File: config.mk
export PLATFORM = sky130hd
export DESIGN_NAME = d_reg_univ_shift_seq
export DESIGN_NICKNAME = d
export VERILOG_FILES = /design/src/rtl/d_reg_univ_shift_seq.sv
export SDC_FILE = /design/constraint.sdc
export NUM_CORES = 1
export LEC_CHECK = 0
export CAP_MARGIN = 20
export CORE_ASPECT_RATIO = 1.4
export CORE_MARGIN = 2
export CORE_UTILIZATION = 40
export DETAILED_ROUTE_END_ITERATION = 8
export GPL_ROUTABILITY_DRIVEN = 0
export GPL_TIMING_DRIVEN = 0
export SLEW_MARGIN = 0
export SYNTH_ARGS = -nofsm -noshare
export SYNTH_HDL_FRONTEND = slang
export SYNTH_SLANG_ARGS = --single-unit
export TNS_END_PERCENT = 20
File: constraint.sdc
create_clock -name clk -period 1.65 [get_ports clk]
set_input_delay 0.33 -clock clk [delete_from_list [all_inputs] [get_ports clk]]
set_output_delay 0.33 -clock clk [all_outputs]
set_load 0.05 [all_outputs]
File: src/rtl/d_reg_univ_shift_seq.sv
// ---------------------------------------------------------------------------
// d_reg_univ_shift_seq
// WIDTH-bit universal register (hold/load/shl/shr/rotl/rotr/clear/invert)
// with an auto-shift sequencer: one start pulse runs count_in consecutive
// shift/rotate operations and reports busy/done.
//
// Ports:
//   clk         rising-edge clock
//   reset_in    synchronous active-high reset
//   en_in       clock enable; freezes all state when low (done_out drops)
//   mode_in     operation select (see mode_e)
//   d_in        parallel load data
//   ser_lsb_in  bit shifted into bit 0 on shl
//   ser_msb_in  bit shifted into bit WIDTH-1 on shr
//   start_in    request an auto-shift sequence (shift/rotate modes only)
//   count_in    number of shifts in the auto sequence
//   q_out       register contents
//   ser_out     serial output bit, combinational from q_out
//   busy_out    sequence in progress
//   done_out    one-cycle pulse after the last shift of a sequence
// ---------------------------------------------------------------------------
module d_reg_univ_shift_seq #(
    parameter int unsigned          WIDTH     = 8,
    parameter logic [WIDTH-1:0]     RESET_VAL = '0
) (
    input  logic                             clk,
    input  logic                             reset_in,
    input  logic                             en_in,
    input  logic [2:0]                       mode_in,
    input  logic [WIDTH-1:0]                 d_in,
    input  logic                             ser_lsb_in,
    input  logic                             ser_msb_in,
    input  logic                             start_in,
    input  logic [$clog2(WIDTH+1)-1:0]       count_in,
    output logic [WIDTH-1:0]                 q_out,
    output logic                             ser_out,
    output logic                             busy_out,
    output logic                             done_out
);

    localparam int unsigned CW = $clog2(WIDTH + 1);

    typedef enum logic [2:0] {
        M_HOLD   = 3'b000,
        M_LOAD   = 3'b001,
        M_SHL    = 3'b010,
        M_SHR    = 3'b011,
        M_ROTL   = 3'b100,
        M_ROTR   = 3'b101,
        M_CLEAR  = 3'b110,
        M_INVERT = 3'b111
    } mode_e;

    typedef enum logic {
        S_IDLE  = 1'b0,
        S_SHIFT = 1'b1
    } state_e;

    state_e           state_q, state_d;
    mode_e            mode_q,  mode_d;
    logic [CW-1:0]    cnt_q,   cnt_d;
    logic [WIDTH-1:0] q_q,     q_d;
    logic             busy_q,  busy_d;
    logic             done_q,  done_d;

    mode_e            mode_in_e;
    mode_e            eff_mode;

    assign mode_in_e = mode_e'(mode_in);

    // One edge of the selected operation applied to the current value.
    function automatic logic [WIDTH-1:0] apply_mode(
        input mode_e            m,
        input logic [WIDTH-1:0] cur,
        input logic [WIDTH-1:0] ld,
        input logic             sl,
        input logic             sm
    );
        logic [WIDTH-1:0] r;
        r = cur;
        case (m)
            M_HOLD:   r = cur;
            M_LOAD:   r = ld;
            M_SHL:    r = {cur[WIDTH-2:0], sl};
            M_SHR:    r = {sm, cur[WIDTH-1:1]};
            M_ROTL:   r = {cur[WIDTH-2:0], cur[WIDTH-1]};
            M_ROTR:   r = {cur[0], cur[WIDTH-1:1]};
            M_CLEAR:  r = RESET_VAL;
            M_INVERT: r = ~cur;
            default:  r = cur;
        endcase
        return r;
    endfunction

    // Only shift/rotate modes may start a sequence.
    function automatic logic is_seq_mode(input mode_e m);
        return (m == M_SHL) || (m == M_SHR) || (m == M_ROTL) || (m == M_ROTR);
    endfunction

    // State register; enable gating lives in the next-state logic.
    always_ff @(posedge clk) begin
        if (reset_in) begin
            state_q <= S_IDLE;
            mode_q  <= M_HOLD;
            cnt_q   <= '0;
            q_q     <= RESET_VAL;
            busy_q  <= 1'b0;
            done_q  <= 1'b0;
        end else begin
            state_q <= state_d;
            mode_q  <= mode_d;
            cnt_q   <= cnt_d;
            q_q     <= q_d;
            busy_q  <= busy_d;
            done_q  <= done_d;
        end
    end

    // Next-state: hold everything by default, done is a pulse.
    always_comb begin
        state_d = state_q;
        mode_d  = mode_q;
        cnt_d   = cnt_q;
        q_d     = q_q;
        busy_d  = busy_q;
        done_d  = 1'b0;

        if (en_in) begin
            case (state_q)
                S_IDLE: begin
                    if (start_in && is_seq_mode(mode_in_e)) begin
                        // Accept edge: latch only, register unchanged.
                        mode_d = mode_in_e;
                        cnt_d  = count_in;
                        if (count_in == '0) begin
                            done_d = 1'b1;
                        end else begin
                            state_d = S_SHIFT;
                            busy_d  = 1'b1;
                        end
                    end else begin
                        q_d = apply_mode(mode_in_e, q_q, d_in, ser_lsb_in, ser_msb_in);
                    end
                end
                S_SHIFT: begin
                    q_d   = apply_mode(mode_q, q_q, d_in, ser_lsb_in, ser_msb_in);
                    cnt_d = cnt_q - CW'(1);
                    if (cnt_q == CW'(1)) begin
                        state_d = S_IDLE;
                        busy_d  = 1'b0;
                        done_d  = 1'b1;
                    end
                end
                default: begin
                    state_d = S_IDLE;
                    busy_d  = 1'b0;
                end
            endcase
        end
    end

    // Serial tap follows the latched mode while a sequence runs.
    assign eff_mode = (state_q == S_SHIFT) ? mode_q : mode_in_e;
    assign ser_out  = ((eff_mode == M_SHL) || (eff_mode == M_ROTL)) ? q_q[WIDTH-1] : q_q[0];

    assign q_out    = q_q;
    assign busy_out = busy_q;
    assign done_out = done_q;

endmodule
==> results of run 1 <==
## power by group
| group | switching [uW] | total [uW] | internal (uW) |
|---|---|---|---|
| clock | 154 | 366 | 212 |
| combinational | 344 | 609 | 265 |
| sequential | 63.0 | 533 | 470 |
## area by class of cell
type	instances	area [um2]	share of cell area
inverter	8	30.03	0.01378
clock buffer	4	55.05	0.02526
buffer	21	185.2	0.08496
sequential	18	366.6	0.1682
tap	43	53.80	0.02468
timing repair buffer	33	315.3	0.1447
multi-input combinational	175	1174	0.5385
## registers in the layout (all words and copies together), names as in the netlist
register and count:
done_out 1, busy_out 1, mode_q 3, state_q 1, q_out 8, cnt_q 4
## path summary, 6_finish.rpt
check	slack [ns]	to	from	depth (start not counted)
max	-0.19	ser_out	mode_in[1]	6
min	0.46	busy_out$_SDFFE_PP0P_	busy_out$_SDFFE_PP0P_	2
max reg2reg	0.13	q_out[0]$_SDFFE_PP0P_	mode_q[2]$_SDFFE_PP0P_	6
min reg2reg	0.46	busy_out$_SDFFE_PP0P_	busy_out$_SDFFE_PP0P_	2
## layer usage
layer / GRT usage / vias to the layer above
li1: - / 904
met2: 0.4122 / 41
met1: 0.2961 / 887
met3: 0.01911 / 5
met4: 0.05682 / 0
met5: 0 / -
## metrics by stage
stage | worst slack [ns] | std cells | TNS, ns | cell area [um2]
floorplan | -0.001461 | 223 | -0.001461 | 1684
global placement | -1.234 | 296 | -7.143 | 2038
detailed placement | -1.218 | 296 | -7.089 | 2038
CTS | -0.2131 | 302 | -0.2131 | 2161
global route | -0.2374 | 302 | -0.2404 | 2180
finish | -0.1931 | 302 | -0.1931 | 2180
## cell usage after synthesis, types with 2 or more instances
| master | count |
|---|---|
| sky130_fd_sc_hd__a211oi_1 | 9 |
| sky130_fd_sc_hd__a21o_1 | 2 |
| sky130_fd_sc_hd__a21oi_1 | 24 |
| sky130_fd_sc_hd__a31oi_1 | 2 |
| sky130_fd_sc_hd__and3_1 | 2 |
| sky130_fd_sc_hd__buf_1 | 2 |
| sky130_fd_sc_hd__buf_2 | 9 |
| sky130_fd_sc_hd__buf_4 | 2 |
| sky130_fd_sc_hd__buf_6 | 4 |
| sky130_fd_sc_hd__clkbuf_1 | 3 |
| sky130_fd_sc_hd__clkbuf_8 | 2 |
| sky130_fd_sc_hd__dfxtp_1 | 18 |
| sky130_fd_sc_hd__ha_1 | 2 |
| sky130_fd_sc_hd__inv_1 | 8 |
| sky130_fd_sc_hd__mux2i_1 | 14 |
| sky130_fd_sc_hd__nand2_1 | 12 |
| sky130_fd_sc_hd__nand2b_1 | 2 |
| sky130_fd_sc_hd__nand3_1 | 7 |
| sky130_fd_sc_hd__nand3b_1 | 9 |
| sky130_fd_sc_hd__nor2_1 | 21 |
| sky130_fd_sc_hd__nor2b_1 | 3 |
| sky130_fd_sc_hd__nor3_1 | 8 |
| sky130_fd_sc_hd__nor3_2 | 2 |
| sky130_fd_sc_hd__nor3b_1 | 3 |
| sky130_fd_sc_hd__nor4_1 | 2 |
| sky130_fd_sc_hd__o2111ai_1 | 2 |
| sky130_fd_sc_hd__o211a_1 | 6 |
| sky130_fd_sc_hd__o21ai_0 | 17 |
| sky130_fd_sc_hd__o221ai_1 | 6 |
| sky130_fd_sc_hd__o31a_1 | 2 |
| sky130_fd_sc_hd__o31ai_1 | 2 |
| sky130_fd_sc_hd__xnor2_1 | 2 |
## cell usage in the layout (no fill, tap or decap), drive strengths merged, types with 3 or more instances in the layout
cell,n
o221ai,6
nor2,21
nand3,7
a21oi,24
nor2b,3
o211a,7
clkbuf,14
inv,8
a211oi,10
nor3b,3
nor3,10
dfxtp,18
buf,21
nand3b,9
dlygate4sd2,5
nand2,12
o21ai,17
mux2i,14
clkdlybuf4s15,3
clkdlybuf4s50,15
## timing repair
action                     CTS  global route
setup endpoints to repair   25            14
pin swaps                    1             2
buffers inserted             2             0
resized for setup           47            16
cloned                       0             1
## kinds of logic (layout without fill, tap and decap cells)
group | Yosys count | after routing | synth area share
AOI/OAI and AO/OA | 82 | 82 | 0.3324
xor gates and xnor gates | 3 | 3 | 0.01562
adders and majority gates | 2 | 2 | 0.01487
buffers and inverters | 30 | 66 | 0.1078
DFF | 18 | 18 | 0.2141
muxes | 15 | 15 | 0.08996
and+or+nand+nor | 73 | 73 | 0.2253
## critical path, stage by stage
cell and delay [ns]:
sky130_fd_sc_hd__buf_2 0.15, sky130_fd_sc_hd__buf_6 0.15, sky130_fd_sc_hd__xor2_2 0.19, sky130_fd_sc_hd__a22oi_2 0.21
sky130_fd_sc_hd__mux2_4 0.33, sky130_fd_sc_hd__buf_8 0.15
==> metrics.sh, run 1 <==
MAX_FREQ_MHz=542.6
POWER_DENSITY_OF_THE_PLACED_CELLS_mW_PER_MM2=692.0
WORST-ENDPOINT-REQUIRED_NS=1.32
IO_PINS=32
SYNTH_TOP_CELL_AREA_SHARE=0.2141
CTS_MAX_LEVEL=1
NUMPORTBUFFERS=30
SYNTH_CELL_TYPES=46
RUN_STATUS='finished, violations left'
PLACEMENTROWS=27
CTS_TREE='built'
STARTPOINT_TYPES='input port'
WORSTSKEWPAIRLATENCY_NS=0.25
SYNTHFLOPTYPE='sky130_fd_sc_hd__dfxtp_1'
AVGVIACOUNTPERCELL=6.083
DIE_H_UM=80.75
ROUTE.MET2.WL_UM=2736
SETUP.WORST_PATH.CLASS='in2out'
ANT_NETS=0
WORST-ENDPOINT-ARRIVAL_NS=1.51
FIN_NETS=283
SYNTHESIS.INSTANCES=223
CTS_SINKS=18
NUMBER_OF_FAILING_HOLD_ENDPOINTS_AT_THE_FINAL_STAGE=0
CLK_ROOT_BUFFER_CELL='sky130_fd_sc_hd__clkbuf_8'
SHARE_OF_THE_CORE_FILLED_WITH_CELLS_IN_THE_FINAL_LAYOUT=0.5468
CLK_PIN_SLEW_WORST_PATHS_NS=0.07
CTS_BUFFER_DEPTH=2
WIRE_PER_INST_UM=17.28
MET3ROUTEDLENGTH_UM=216
DPL.HPWL_UM=3767
HIGHEST_SIGNAL_LAYER_IN_THE_ROUTED_DESIGN='met4'
DIE-AREA_MM2=0.004749
CRITPATHCAPTURETYPE='primary output'
TIMING.FINAL.MAX_SLEW_VIOLATIONS=0
SYNTH.YOSYS.SEQ_AREA_SHARE=0.2141
DIE_X_UM=58.82
NETLIST_TOP_CELLS_AREA='sky130_fd_sc_hd__dfxtp_1 21%, sky130_fd_sc_hd__mux2i_1 8.3%, sky130_fd_sc_hd__a21oi_1 7.1%'
CRITPATHMAXFANOUT=10
LAYOUT_MIN_CYCLE_TIME_NS=1.843
POSTROUTEWIRELENGTH_UM=5220
AREA.GROWTH.SYNTH_TO_FINAL_PCT=29.52
P_LEAK_uW=0.0008584
POST-LAYOUT-TOTAL-POWER_uW=1508
SETUP_REPAIR_AFTER_GLOBAL_ROUTING_MISSED_ITS_MARGIN='true'
SYN-CELL-AREA_MM2=0.001683
FILLERS=416
GRT_FIRST_PASS_WIRELENGTH_UM=8493
IRDROPWORSTVDD_V=0.0003835
POSTSYNTHREGISTERBITS=18
LARGEST_NET_DEGREE_AT_THE_START_OF_GLOBAL_ROUTING=11
SYN-MEAN-INSTANCE-AREA_UM2=7.546
HOLD-WORST-SLACK_NS=0.4589
TIMING.HOLD.WORST.CLASS='reg2reg'
VIAS=1837
CTS_MADE_BUFFERS=3
FINAL_LAYOUT_SIZE_SUFFIX_GT1_FRAC=0.1892
ANTENNA_CELLS=0
MAX_CAP_VIOL_COUNT=0
ANTENNA_FOUND_INITIAL=0
GLOBALROUTEOVERFLOWTOTAL=0
SYNTH_TOP_AREA_CELL='sky130_fd_sc_hd__dfxtp_1'
DETAILEDROUTE.FIRSTITERATIONVIOLATIONS=116
FP.COREAREA_MM2=0.003986
VIOLATIONS_IN_THE_FINAL_REPORTS='DRC, setup timing'
FIRST_GLOBAL_VIAS=1711
MIN_PERIOD_OVER_PERIOD=1.117
CLOCK_SKEW_NS=0.005667
SLEW-LIMIT-HEADROOM=0.6739
FLOORPLAN.INITIALDENSITY=0.4222
YS_WARN_COUNT=0
TRACK_USAGE=0.2313
REMAINING_DRC_ERRORS=3
MAX_SLEW.WORST_PIN.SLEW_NS=0.4912
SETUP_WS_NS=-0.1931
ROUTEDLENGTHMET1_UM=2217
CTSHOLDBUFFERS=0
DRT-PASS1-ITER-COUNT=6
ASYNC_FLOP_SHARE=0
POSTSYNTHNETCOUNT=246
TIMING.FINAL.SETUP_VIOLATIONS=1
SYNTH_ENABLE_FLOP_CELLS=0
No activity file was read; power rests on OpenSTA's default activity.
==> run 2: changes to the inputs <==
- CAP_MARGIN: 20 -> 15
==> results of run 2 <==
Final layout, timing and power as in run 1 (identical DEF).
